--- src/rtl/seg7_serial_driver.sv ---
// Serial driver for a two-digit multiplexed 7-segment display.
// Shifts each digit's font pattern into the external register, latches it, then dwells with its enable on.
module seg7_serial_driver #(
    parameter int CLK_DIV        = 4,
    parameter int REFRESH_CYCLES = 50000
) (
    input  logic       clock,
    input  logic       reset,
    input  logic [7:0] value,
    input  logic       dp_a,
    input  logic       dp_b,
    input  logic       load,
    output logic       seg_si,
    output logic       seg_sck,
    output logic       seg_rck,
    output logic       seg_a_en,
    output logic       seg_b_en,
    output logic       frame_done
);

    localparam int DIV_W = $clog2(CLK_DIV + 1);
    localparam int REF_W = $clog2(REFRESH_CYCLES + 1);
    localparam logic [DIV_W-1:0] DIV_LAST = DIV_W'(CLK_DIV - 1);
    localparam logic [REF_W-1:0] REF_LAST = REF_W'(REFRESH_CYCLES - 1);

    localparam logic [1:0] ST_BLANK = 2'd0;
    localparam logic [1:0] ST_SHIFT = 2'd1;
    localparam logic [1:0] ST_LATCH = 2'd2;
    localparam logic [1:0] ST_DWELL = 2'd3;

    logic [1:0]       state;
    logic             digit_b;
    logic [9:0]       shadow;
    logic [7:0]       pattern;
    logic [2:0]       bit_idx;
    logic [DIV_W-1:0] div_cnt;
    logic [REF_W-1:0] dwell_cnt;

    logic [3:0] cur_nibble;
    logic       cur_dp;
    logic [6:0] seg_font;
    logic [7:0] next_pattern;

    // Font lookup for the digit about to be shifted; shadow is {dp_a, dp_b, value}.
    always_comb begin
        cur_nibble = digit_b ? shadow[3:0] : shadow[7:4];
        cur_dp     = digit_b ? shadow[8] : shadow[9];
        seg_font   = 7'h00;
        case (cur_nibble)
            4'h0: seg_font = 7'h3F;
            4'h1: seg_font = 7'h06;
            4'h2: seg_font = 7'h5B;
            4'h3: seg_font = 7'h4F;
            4'h4: seg_font = 7'h66;
            4'h5: seg_font = 7'h6D;
            4'h6: seg_font = 7'h7D;
            4'h7: seg_font = 7'h07;
            4'h8: seg_font = 7'h7F;
            4'h9: seg_font = 7'h6F;
            4'hA: seg_font = 7'h77;
            4'hB: seg_font = 7'h7C;
            4'hC: seg_font = 7'h39;
            4'hD: seg_font = 7'h5E;
            4'hE: seg_font = 7'h79;
            4'hF: seg_font = 7'h71;
            default: seg_font = 7'h00;
        endcase
        next_pattern = {cur_dp, seg_font};
    end

    always_ff @(posedge clock) begin
        if (reset) begin
            state      <= ST_BLANK;
            digit_b    <= 1'b0;
            shadow     <= 10'd0;
            pattern    <= 8'd0;
            bit_idx    <= 3'd7;
            div_cnt    <= '0;
            dwell_cnt  <= '0;
            seg_si     <= 1'b0;
            seg_sck    <= 1'b0;
            seg_rck    <= 1'b0;
            seg_a_en   <= 1'b0;
            seg_b_en   <= 1'b0;
            frame_done <= 1'b0;
        end else begin
            if (load) begin
                shadow <= {dp_a, dp_b, value};
            end
            frame_done <= 1'b0;

            case (state)
                ST_BLANK: begin
                    // seg_si is driven straight from the font so the first low phase already carries the MSB.
                    pattern  <= next_pattern;
                    bit_idx  <= 3'd7;
                    div_cnt  <= '0;
                    seg_si   <= next_pattern[7];
                    seg_sck  <= 1'b0;
                    seg_a_en <= 1'b0;
                    seg_b_en <= 1'b0;
                    state    <= ST_SHIFT;
                end
                ST_SHIFT: begin
                    if (div_cnt == DIV_LAST) begin
                        div_cnt <= '0;
                        if (!seg_sck) begin
                            seg_sck <= 1'b1;
                        end else begin
                            seg_sck <= 1'b0;
                            if (bit_idx == 3'd0) begin
                                seg_si  <= 1'b0;
                                seg_rck <= 1'b1;
                                state   <= ST_LATCH;
                            end else begin
                                bit_idx <= bit_idx - 3'd1;
                                seg_si  <= pattern[bit_idx - 3'd1];
                            end
                        end
                    end else begin
                        div_cnt <= div_cnt + 1'b1;
                    end
                end
                ST_LATCH: begin
                    if (div_cnt == DIV_LAST) begin
                        div_cnt   <= '0;
                        dwell_cnt <= '0;
                        seg_rck   <= 1'b0;
                        seg_a_en  <= ~digit_b;
                        seg_b_en  <= digit_b;
                        state     <= ST_DWELL;
                    end else begin
                        div_cnt <= div_cnt + 1'b1;
                    end
                end
                default: begin
                    if (dwell_cnt == REF_LAST) begin
                        seg_a_en   <= 1'b0;
                        seg_b_en   <= 1'b0;
                        frame_done <= digit_b;
                        digit_b    <= ~digit_b;
                        state      <= ST_BLANK;
                    end else begin
                        dwell_cnt <= dwell_cnt + 1'b1;
                    end
                end
            endcase
        end
    end

endmodule
--- config.mk ---
export PLATFORM = sky130hd
export DESIGN_NAME = seg7_serial_driver
export DESIGN_NICKNAME = d
export VERILOG_FILES = /design/src/rtl/seg7_serial_driver.sv
export SDC_FILE = /design/constraint.sdc
export NUM_CORES = 1
export LEC_CHECK = 0
export CAP_MARGIN = 30
export CORE_MARGIN = 8
export CORE_UTILIZATION = 55
export CTS_BUF_LIST = sky130_fd_sc_hd__clkbuf_2 sky130_fd_sc_hd__clkbuf_4 sky130_fd_sc_hd__clkbuf_8
export CTS_CLUSTER_DIAMETER = 80
export DETAILED_ROUTE_END_ITERATION = 7
export GPL_ROUTABILITY_DRIVEN = 0
export GPL_TIMING_DRIVEN = 0
export HOLD_SLACK_MARGIN = 0.06
export PLACE_DENSITY = 0.86
export SLEW_MARGIN = 15
export SYNTH_ARGS = -nofsm -noshare
export SYNTH_HDL_FRONTEND = slang
export SYNTH_SLANG_ARGS = --single-unit
--- constraint.sdc ---
create_clock -name clock -period 2.6 [get_ports clock]
set_input_delay 0.52 -clock clock [delete_from_list [all_inputs] [get_ports clock]]
set_output_delay 0.52 -clock clock [all_outputs]
set_load 0.005 [all_outputs]
==> flow_summary.ini, run 1 <==
[clocking]
insertion_delay_ns = 0.30
cts_made_buffers = 5
clk_pin_slew_worst_paths_ns = 0.09
ctsHoldBuffers = 0
htree_levels = 2
cts.sinks = 49
clock_tree.root_cell = clkbuf_8
cts_setup_buffers = 0
clockBufferDepth = 2
cts_resized = 0
cts_tree = built

[routing]
antenna_left = 0
drc = 0
drt-initial-drc-count = 163
firstDrtPassIters = 5
vias = 2333
drt-wirelength-per-cell_um = 14.9
routed_wl_mm = 5.95
viasPerCell = 5.86

[critical_path]
required_ns = 2.83
cp_data_arrival_time_ns = 2.67
path_buf_inv = 2
critical_path.top_delay_family = simple AND/OR/NAND/NOR gates
critPathKind = register to register
end_kind = register
path_cells = inv_1 -> ha_1 -> or2_2 -> a211o_1 -> clkbuf_1 -> nor4b_1 -> mux2i_1
cp_max_fo = 10
crit_cells = 7
ff2ff_setup_slack_ns = 0.17
slowest_delay_ns = 0.46
startpoint_type = register
rr_worst_depth = 7
slowest_stage = nor4b_1

[timing]
setup_viol = 0
tns_ns = 0
post-route-min-period_ns = 2.43
slew-limit-headroom_pct = 51.6
setup_slack_ns = 0.168
fin_skew_ns = 0.00779
drv_slew = 0
worstMarginPinSlew_ns = 0.706
hold_violations = 0
finalCritPeriodShare_pct = 93.6
rsz0062_at_grt = no
max_clock_freq_mhz = 411

[cells_and_area]
drive_gt1_share_pct = 6.04
final_nets = 358
area_delta_synth_final_pct = 12.5
design_area_um2 = 3050
num_antenna_cells = 0

[global_routing]
grt_pass1_wl_mm = 9.97
grt_remaining_overflow = 0
grt_max_degree = 15
antenna_found_initial = 0
grt_pass1_vias = 2236
grt.total_usage_pct = 16.3

[floorplanning]
start_util_pct = 57.1
dieArea_um2 = 7440
rows = 25
io_pins = 19
fp.dieH_um = 86.2
fp.dieW_um = 86.2
design.core.area_um2 = 4750

[synthesis]
yosysSeqAreaShare_pct = 36.1
yosysUniqueCellTypes = 48
yosys.area.top_type = dfxtp_1
syn_inst = 308
synth_area_leaders = dfxtp_1 36%, mux2i_1 8.1%, ha_1 6.9%
synth_flop_cell = dfxtp_1
yosysWarnings = 0
synth_edf_count = 0
ys_ff_latch = 49
async_reset_ff_share_pct = 0
synth.cell_area_um2 = 2710
synth_top_cell_area_share_pct = 36.1
synth_nets = 336
syn_area_per_cell_um2 = 8.81

[power]
powerDensity_nw_per_um2 = 701
leakage_nw = 1.11
ir_worst_vdd_uv = 388

[place]
pre_cts_slack_ns = 0.0326
dpl.hpwl_mm = 4.41
place_area_um2 = 2960
port_buffers = 16

[run]
drv_cap = 0

[hold_path]
hold_class = register to register
min_path_cells = 2

[outcome]
outcome = complete, no violations
==> sequential cells by signal, indices dropped and copies added (netlist names), 2 cells and up <==
signal,cells
bit_idx,3
div_cnt,3
dwell_cnt,16
pattern,8
shadow,10
state,2
==> per-stage QoR <==
| step | util (%) | power, mW | cells | hold slack (ns) |
|---|---|---|---|---|
| finish | 64.2 | 2.14 | 398 | 0.473 |
| global route | 64.2 | 2.30 | 398 | 0.480 |
| CTS | 64.0 | 2.14 | 399 | 0.471 |
| detailed placement | 62.2 | 1.70 | 391 | 0.458 |
| floorplan | - | 1.49 | 308 | 0.415 |
| global placement | 62.2 | 1.67 | 391 | 0.450 |
==> where the power goes <==
part	total, mW	leakage [nW]	switching (mW)	internal (mW)
Clock	0.444	0.0484	0.246	0.197
Combinational	0.776	0.659	0.469	0.307
Sequential	0.919	0.400	0.0681	0.851
==> Yosys cell counts (all sizes together) (3+ instances only) <==
library cell and number:
a211o 3, a211oi 4, a21oi 21, a31oi 4
and3 3, clkbuf 14, dfxtp 49, ha 15
inv 20, mux2 3, mux2i 22, mux4 3
nand2 23, nand2b 7, nand3 12, nand3b 4
nand4 4, nand4b 3, nor2 21, nor3 3
o211ai 3, o21ai 14, o311ai 4, o31ai 6
o41ai 3, or3 7, or4 8, or4bb 3
==> cell usage in the layout (no fill, tap or decap), drive strengths merged, types with 3 or more instances in the layout <==
| master | n |
|---|---|
| a31oi | 4 |
| or4bb | 3 |
| o311ai | 4 |
| o31ai | 6 |
| nand4 | 4 |
| o21ai | 14 |
| a211o | 3 |
| mux2 | 3 |
| nand2b | 7 |
| o211ai | 3 |
| clkdlybuf4s50 | 16 |
| a211oi | 4 |
| nand2 | 23 |
| mux4 | 3 |
| nand3b | 4 |
| nand3 | 12 |
| ha | 15 |
| dfxtp | 49 |
| or3 | 7 |
| nand4b | 3 |
| clkinv | 3 |
| or4 | 8 |
| and3 | 3 |
| nor2 | 21 |
| o41ai | 3 |
| inv | 20 |
| a21oi | 21 |
| clkbuf | 19 |
| nor3 | 3 |
| mux2i | 22 |
==> kinds of logic after synthesis <==
logic type	synth area share (%)
AND/OR/NAND/NOR	22.6
adder cells (fa/ha/maj)	6.92
buffers and inverters	5.02
AO/OA/AOI/OAI	16.8
flip-flops	36.1
multiplexers	11.8
XOR/XNOR	0.646
==> layer usage <==
metal	part of all wire [%]	track usage, %	vias up
li1	-	-	1183
met2	49	28.5	41
met3	3.4	3.21	10
met5	0	0	-
met1	46	19.4	1099
met4	1.4	5.79	0
==> final cells by class <==
class / instances / area [µm²]
Buffer: 14 / 53.8
Multi-Input combinational cell: 223 / 1610
Fill cell: 410 / 1700
Clock inverter: 2 / 10.0
Sequential cell: 49 / 981
Inverter: 21 / 78.8
Timing Repair Buffer: 16 / 160
Tap cell: 67 / 83.8
Clock buffer: 6 / 76.3
==> path summary, 6_finish.rpt <==
path	start	endpoint
hold reg to reg	pattern[2]$_SDFFE_PP0N_	pattern[2]$_SDFFE_PP0N_
setup reg to reg	state[1]$_SDFFE_PP0P_	dwell_cnt[11]$_SDFFE_PP0P_
setup / recovery	state[1]$_SDFFE_PP0P_	dwell_cnt[11]$_SDFFE_PP0P_
hold / removal	pattern[2]$_SDFFE_PP0N_	pattern[2]$_SDFFE_PP0N_
==> worst min-delay path: cells and delay by family, from the launching register on <==
family             cells  cell delay [ns]
and+or+nand+nor        1             0.06
DFF                    1             0.32
AOI/OAI and AO/OA      1             0.05
Power figures use the tool's default switching activity.
==> run 2, diff against run 1 <==
--- a/config.mk
+++ b/config.mk
@@ -15,6 +15,7 @@
 export GPL_TIMING_DRIVEN = 0
 export HOLD_SLACK_MARGIN = 0.06
 export PLACE_DENSITY = 0.86
+export SETUP_SLACK_MARGIN = 0.4
 export SLEW_MARGIN = 15
 export SYNTH_ARGS = -nofsm -noshare
 export SYNTH_HDL_FRONTEND = slang
==> run 2 against run 1 <==
Maximum frequency rose by 13%. Critical path type unchanged. Cell count grew 1.8%. Clock-buffer cell count unchanged. Via count is 4.3% higher. Sequential cell count unchanged. Clock power hardly changed. Hold slack worse by 0.0016 ns. Worst setup slack gained 0.27 ns. Power is 6.5% higher. Highest routed layer unchanged. Wire length grew 6.4%.
==> flow_summary.ini, run 2 (synthesized netlist as in run 1, its figures left out) <==
[outcome]
outcome = complete, no violations

[clocking]
htree_levels = 2
cts_tree = built
insertion_delay_ns = 0.31
clock_tree.root_cell = clkbuf_8
cts.sinks = 49
clockBufferDepth = 2
cts_made_buffers = 5
clk_pin_slew_worst_paths_ns = 0.09

[floorplanning]
fp.dieW_um = 86.2
fp.dieH_um = 86.2
io_pins = 19
rows = 25
start_util_pct = 57.1
design.core.area_um2 = 4750
dieArea_um2 = 7440

[global_routing]
grt_pass1_wl_mm = 10.1
grt_remaining_overflow = 0
grt.total_usage_pct = 16.6
antenna_found_initial = 0
grt_pass1_vias = 2257
grt_max_degree = 15

[cells_and_area]
area_delta_synth_final_pct = 18.7
top_register = dwell_cnt
largest_reg_flops = 16
drive_gt1_share_pct = 12.7
fill_cells = 376
top_regs = dwell_cnt x16, shadow x10, pattern x8
final_cell_mix = 45 x dfxtp_1, 23 x nand2_1, 21 x nor2_1, 21 x a21oi_1, 20 x inv_1
num_antenna_cells = 0
layout_commonest_cell = dfxtp_1
final_nets = 365
final_cells = 405

[power]
p_switching_mw = 0.839
power.share.combinational_pct = 39.9
ir_worst_vdd_uv = 398
leakage_nw = 1.17
powerDensity_nw_per_um2 = 707
seqPwrFrac_pct = 40.6
p_sw_share_pct = 36.8
clkPwrFrac_pct = 19.5
p_int_mw = 1.44

[routing]
routed_wl_mm = 6.32
drt-wirelength-per-cell_um = 15.6
drc = 0
viasPerCell = 6.01
wl_met1_mm = 2.79
antenna_left = 0
firstDrtPassIters = 4
vias = 2433
dr_wl_met3_um = 242
top_layer = met4
drt-initial-drc-count = 166
dr_wl_met2_mm = 3.22

[critical_path]
slowest_stage = or4b_4
path_cells = or4b_4 -> or4_4 -> buf_6 -> a211oi_4 -> mux2i_1
critPathKind = register to register
required_ns = 2.83
cp_max_fo = 9
end_kind = register
slowest_delay_ns = 0.55
path_buf_inv = 1
startpoint_type = register
critical_path.top_delay_family = simple AND/OR/NAND/NOR gates
cp_data_arrival_time_ns = 2.39

[place]
dpl.hpwl_mm = 4.41
dp_cells = 391
port_buffers = 16

[timing]
setup_viol = 0
drv_slew = 0
tns_ns = 0
finalCritPeriodShare_pct = 83.1
worstMarginPinSlew_ns = 0.691
slew-limit-headroom_pct = 53.9
fin_skew_ns = 0.0104
rsz0062_at_grt = yes
max_clock_freq_mhz = 463
post-route-min-period_ns = 2.16
hold_violations = 0

[hold_path]
hold_class = register to register

[run]
drv_cap = 0
## run 2: cell types whose count changed in the layout (fill, tap and decap cells not counted), moves of 2 or more
cell,delta
buf_4,+6
buf_6,+2
clkbuf_1,-3
clkbuf_4,+2
dfxtp_1,-4
dfxtp_4,+4
ha_1,-2
mux2i_1,-2
mux2i_4,+2
## run 2: power groups by stage
stage          logic (mW)  clock network (mW)  registers [mW]
2_1_floorplan       0.571                   0           0.917
3_3_place_gp        0.737                   0           0.931
3_5_place_dp        0.766                   0           0.935
4_1_cts             0.790               0.453           0.925
5_1_grt             0.995               0.495           0.937
6_report            0.909               0.444           0.925
## run 2: metal layers
| layer | global-route usage (%) | vias to the layer above |
|---|---|---|
| met2 | 29.1 | 47 |
| met1 | 19.7 | 1182 |
| met4 | 5.48 | 0 |
| li1 | - | 1195 |
| met3 | 3.21 | 9 |
| met5 | 0 | - |
## run 2: worst min-delay path, delay by kind of cell, from the launching register on
kind | cells | cell delay (ns)
compound gates | 1 | 0.05
simple gates | 1 | 0.06
flops | 1 | 0.32
## run 2: worst paths after layout
check / from / endpoint / slack [ns] / depth (start not counted)
worst min-delay path: pattern[4]$_SDFFE_PP0N_ / pattern[4]$_SDFFE_PP0N_ / 0.47 / 2
worst max-delay path: dwell_cnt[10]$_SDFFE_PP0P_ / state[1]$_SDFFE_PP0P_ / 0.44 / 5
worst max register to register: dwell_cnt[10]$_SDFFE_PP0P_ / state[1]$_SDFFE_PP0P_ / 0.44 / 5
worst min register to register: pattern[4]$_SDFFE_PP0N_ / pattern[4]$_SDFFE_PP0N_ / 0.47 / 2
## run 2: repair_timing
item                                    in CTS  in global routing
hold buffers                                 0                  0
buffers inserted                             0                  6
pin swaps                                    1                  4
resized for setup                           14                 26
endpoints found under the setup margin      22                 21
## run 2: cell type report
type                       instances  area (µm²)  share of cell area [%]
clock inverter                     2        10.0                   0.311
multi-input combinational        223        1690                    52.5
clock buffer                       6        76.3                    2.37
timing repair buffer              22         205                    6.37
sequential                        49         996                    30.9
tap                               67        83.8                    2.60
inverter                          21        78.8                    2.45
buffer                            15        80.1                    2.49
## run 2: per-stage QoR
stage / hold WS, ns / setup WS (ns) / power [mW] / utilization (%) / instance area [µm²]
after global placement: 0.450 / 0.133 / 1.67 / 62.2 / 2960
after global routing: 0.480 / 0.359 / 2.43 / 67.7 / 3220
after floorplan: 0.415 / 0.448 / 1.49 / - / 2710
final: 0.471 / 0.439 / 2.28 / 67.7 / 3220
after detailed placement: 0.458 / 0.0326 / 1.70 / 62.2 / 2960
after CTS: 0.471 / 0.376 / 2.17 / 65.0 / 3090
==> run 3, diff against run 2 <==
==> constraint.sdc (replaced) <==
create_clock -name clock -period 2.25 [get_ports clock]
set_input_delay 0.45 -clock clock [delete_from_list [all_inputs] [get_ports clock]]
set_output_delay 0.45 -clock clock [all_outputs]
set_load 0.005 [all_outputs]
==> run 3 against run 2 <==
Sequential share of layout area down 2.4 points. Maximum frequency grew 5.6%. First-iteration DRC count down 6.0%. Worst setup slack got worse by 0.24 ns. Critical path depth stayed put. Core utilization increased by 6.5 points.
==> flow_summary.ini, run 3 (synthesized netlist as in run 1, its figures left out) <==
[outcome]
outcome = complete, no violations

[timing]
rsz0062_at_grt = yes
post-route-min-period_ns = 2.05
whs_ns = 0.469
drv_slew = 0
worstMarginPinSlew_ns = 0.674
setup_slack_ns = 0.203
max_clock_freq_mhz = 488
fin_skew_ns = 0.00633
finalCritPeriodShare_pct = 91.0
setup_viol = 0
slew-limit-headroom_pct = 55.0
hold_violations = 0

[hold_path]
min_from = div_cnt[1]$_SDFFE_PP0N_
min_path_cells = 2
hold_class = register to register
hold_end = div_cnt[1]$_SDFFE_PP0N_

[power]
ir_worst_vdd_uv = 410
powerDensity_nw_per_um2 = 802
leakage_nw = 1.28

[cells_and_area]
final_nets = 379
area_delta_synth_final_pct = 30.0
drive_gt1_share_pct = 24.8
top_register = dwell_cnt
final_cells = 418
layout_commonest_cell = dfxtp_1
largest_reg_flops = 16
final_cell_mix = 40 x dfxtp_1, 23 x nand2_1, 20 x nor2_1
top_regs = dwell_cnt x16, shadow x10, pattern x8
fill_cells = 318
num_antenna_cells = 0

[global_routing]
grt.total_usage_pct = 18.2
grt_pass1_vias = 2418
grt_remaining_overflow = 0
grt_max_degree = 15
antenna_found_initial = 0
grt_pass1_wl_mm = 11.1

[critical_path]
slowest_stage = or4bb_4
critPathKind = register to register
slowest_delay_ns = 0.53
startpoint_type = register
reg2reg_from = dwell_cnt[4]$_SDFFE_PP0P_
ff2ff_setup_slack_ns = 0.20
path_cells = or4bb_4 -> or4_4 -> buf_6 -> or3_4 -> a21oi_2
cp_max_fo = 6
required_ns = 2.49
rr_worst_depth = 5
cp_data_arrival_time_ns = 2.29
rr_endpoint = digit_b$_SDFFE_PP0P_
end_kind = register

[routing]
drc = 0
antenna_left = 0
firstDrtPassIters = 5
drt-wirelength-per-cell_um = 17.0
vias = 2585
viasPerCell = 6.18
drt-initial-drc-count = 156
routed_wl_mm = 7.11

[floorplanning]
design.core.area_um2 = 4750
fp.dieH_um = 86.2
io_pins = 19
rows = 25
fp.dieW_um = 86.2
dieArea_um2 = 7440
start_util_pct = 57.1

[clocking]
cts.sinks = 49
clockBufferDepth = 2
insertion_delay_ns = 0.31
cts_made_buffers = 5
clock_tree.root_cell = clkbuf_8
htree_levels = 2
clk_pin_slew_worst_paths_ns = 0.09
cts_tree = built

[place]
dpl.hpwl_mm = 4.43
dp_cells = 391
pre_cts_slack_ns = -0.0318
port_buffers = 16

[run]
drv_cap = 0
-- run 3: cell count changes in the layout (fill, tap and decap cells not counted), sizes merged --
cell,previous run,this run
buf,8,22
clkinvlp,0,1
clkinv,3,1
-- run 3: worst max-delay path: cells and delay by family (launching register included) --
kind            cells  cell delay (ns)
flops               1             0.36
buf+inv             1             0.15
compound gates      1             0.12
simple gates        3             1.35
-- run 3: where the power goes --
| group | leakage, nW | internal, mW | total (mW) | switching (mW) |
|---|---|---|---|---|
| Combinational | 0.828 | 0.537 | 1.20 | 0.666 |
| Sequential | 0.404 | 0.990 | 1.09 | 0.0967 |
| Clock | 0.0476 | 0.244 | 0.539 | 0.295 |
-- run 3: how the worst max path moves through the flow --
| stage | from | end | cells after the start |
|---|---|---|---|
| 3_5_place_dp | state[0]$_SDFFE_PP0P_ | dwell_cnt[13]$_SDFFE_PP0P_ | 8 |
| 6_report | dwell_cnt[4]$_SDFFE_PP0P_ | digit_b$_SDFFE_PP0P_ | 5 |
| 3_3_place_gp | state[0]$_SDFFE_PP0P_ | dwell_cnt[15]$_SDFFE_PP0P_ | 8 |
| 2_1_floorplan | dwell_cnt[5]$_SDFFE_PP0P_ | digit_b$_SDFFE_PP0P_ | 5 |
| 5_1_grt | dwell_cnt[4]$_SDFFE_PP0P_ | digit_b$_SDFFE_PP0P_ | 5 |
| 4_1_cts | dwell_cnt[3]$_SDFFE_PP0P_ | digit_b$_SDFFE_PP0P_ | 5 |
-- run 3: final cells by class --
| type | instances | area (µm²) | area share, % |
|---|---|---|---|
| Clock inverter | 1 | 6.26 | 0.177 |
| Sequential cell | 49 | 1000 | 28.5 |
| Clock buffer | 6 | 82.6 | 2.34 |
| Buffer | 15 | 113 | 3.19 |
| Multi-Input combinational cell | 223 | 1810 | 51.4 |
| Inverter | 21 | 90.1 | 2.55 |
| Timing Repair Buffer | 36 | 334 | 9.47 |
| Tap cell | 67 | 83.8 | 2.38 |
-- run 3: stage by stage --
step	total power, mW	utilization (%)	area (µm²)	TNS [ns]
after global placement	2.02	64.0	3040	0
final	2.83	74.2	3530	0
after floorplan	1.81	-	2800	0
after detailed placement	2.06	64.0	3040	-0.0589
after CTS	2.69	70.7	3360	0
after global routing	2.99	74.2	3530	0
-- run 3: what timing repair did --
item / 4_1_cts / 5_1_grt
setup buffers: 12 / 7
endpoints found under the setup margin: 31 / 27
pin swaps: 8 / 11
hold buffers: 0 / 0
cloned: 1 / 0
gates resized for setup: 38 / 31
-- run 3: routing by layer --
layer	share of wire [%]	track usage (%)
met1	41	20.8
met2	52	32.0
met3	4.8	3.88
met4	1.7	7.20
met5	0	0
==> edit (flow settings as in run 3) <==
Reset style: asynchronous (`reset`), changed in one clocked block.
--- a/src/rtl/seg7_serial_driver.sv
+++ b/src/rtl/seg7_serial_driver.sv
@@ -68,7 +68,7 @@
         next_pattern = {cur_dp, seg_font};
     end
 
-    always_ff @(posedge clock) begin
+    always_ff @(posedge clock or posedge reset) begin
         if (reset) begin
             state      <= ST_BLANK;
             digit_b    <= 1'b0;
Check against the original RTL: differs if reset is asserted again (counterexample within 10 cycles, from zero or initial values and one cycle with reset high); with reset held inactive, the same outputs for 10 cycles.
==> edit against run 3 <==
- routed wire length rose by 2.9%
- hold slack got worse by 0.071 ns
- critical path depth rose by 2
- sequential share of layout area rose by 4.8 points
- synthesized area barely moved
- global-route usage fell by 0.13 points
- final cell count fell by 7.2%
- design area rose by 4.8%
- worst setup slack got worse by 0.047 ns
- core utilization rose by 3.6 points
- sequential cell count did not move
- critical endpoint is now dwell_cnt[4]
- largest cell class unchanged
- highest routed layer unchanged
Power is not compared: it rests on default switching activity, and its combinational part moved more than twofold at a synthesized area within 25%.
==> edit: results (changes against run 3) <==
----------------------------------------------------
[Status]
  Status ... finished, final reports clean

[STA]
  Slew at the pin closest to its max-slew limit ... 0.546 ns (-0.129 ns)

[Setup path]
  Reg2Reg Depth ... 7 (+2)
  Maximum fanout encountered on the critical timing path ... 5 (-1)

[Drt]
  Sum of routed wire segments on met1 ... 3050 microns (+3.6%)
  Met3 Wirelength ... 372 microns (+9.4%)
  Detailed Route Iter0 Violations ... 140 (-10%)
  TritonRoute pass-1 iters ... 4 (-1)
  Met2 layer wire length in the routed design ... 3670 microns (-1.0%)
  Total via count in the routed design ... 2,301 (-11%)
  Wire length per cell after detailed routing ... 18.9 microns (+11%)

[Finish]
  Share of final-layout standard cells stronger than drive strength 1 ... 34.6% (+9.8 points)
  Final net count ... 348 (-8.2%)

[Global routing]
  GRT Total Usage ... 18.0% (-0.13 points)
  Global-route wire length before repair ... 10,700 microns (-3.2%)
  Vias in the first global route ... 2,172 (-10%)
  Pin count of the biggest net entering global routing ... 36 (+21)

[Clock network]
  Clock edge transition at the registers on the reported setup and hold paths ... 0.11 ns (+0.02 ns)
  Num CTS Buffers ... 5 (unchanged)
  Latest clock arrival within the worst-skew pair ... 0.32 ns

[Synth]
  Synth Flop Type ... dfrtp_1
  Main area contributors after synthesis ... dfrtp_1 (42%), ha_1 (6.9%), mux2_2 (6.6%)
  Most numerous cell types in the synthesized netlist ... dfrtp_1 (46), nand2_1 (27), nor2_1 (25)
  Synthesized netlist net count ... 293 (-13%)

[Placement]
  Post-DP HPWL ... 3980 microns (-10%)
  Dpl cell area ... 3040 sq um (-0.25%)
  Worst setup slack before clock tree synthesis ... -0.0217 ns (+0.0101 ns)

[Worst hold path]
  Type of the worst min-delay path ... in -> async

----------------------------------------------------
-- edit: per-stage QoR --
| stage | instances | setup TNS (ns) | util, % |
|---|---|---|---|
| after floorplan | 265 | 0 | - |
| after global placement | 349 | -13.90 | 63.4 |
| after detailed placement | 350 | -0.0217 | 63.9 |
| after CTS | 374 | 0 | 71.0 |
| after global routing | 388 | 0 | 77.8 |
| final | 388 | 0 | 77.8 |
-- edit: cell families after synthesis --
group / share of synthesized area, %
muxes: 11.1
AOI/OAI and AO/OA: 11.9
DFF: 45.3
and+or+nand+nor: 16.6
buffers and inverters: 3.37
xor gates and xnor gates: 4.84
adders and majority gates: 6.92
-- edit: critical path, cell delays in order, from the launching register on --
cell and delay, ns:
dfrtp_1 0.42, or4_4 0.54, nor4_4 0.38, buf_4 0.21
buf_6 0.14, nor3_1 0.07, xnor2_1 0.16, nor2_1 0.06
-- edit: timing repair --
action                                  CTS  global route
resized for setup                        33            50
cloned                                    1             0
pin swaps                                10            17
setup buffers                            15            14
endpoints found under the setup margin   31            30
-- edit: cell type report --
type                       instances  area, sq um
timing repair buffer              48          439
tap                               67         83.8
multi-input combinational        193         1670
clock buffer                       5         68.8
sequential                        49         1230
buffer                             9          104
clock inverter                     3         43.8
inverter                          14         55.1
fill                             305         1060
-- edit: worst paths after layout --
path                               start           end  slack, ns
setup / recovery           dwell_cnt[11]  dwell_cnt[4]       0.16
hold / removal                     reset     shadow[8]       0.40
setup reg to reg           dwell_cnt[11]  dwell_cnt[4]       0.16
hold reg to reg               pattern[7]    pattern[7]       0.50
max in group asynchronous          reset    bit_idx[2]       1.28
min in group clock            pattern[7]    pattern[7]       0.50
-- edit: routing by layer --
metal / track usage (%) / up-vias
met3: 3.21 / 25
li1: - / 1044
met4: 6.42 / 0
met5: 0 / -
met2: 29.2 / 91
met1: 23.6 / 1141
-- edit: power by group --
part,switching (mW),internal (mW),leakage [nW],total (mW)
Sequential,0.0253,0.911,0.616,0.936
Clock,0.336,0.334,0.0585,0.670
Combinational,0.110,0.106,0.884,0.216
Total,0.471,1.35,1.56,1.82
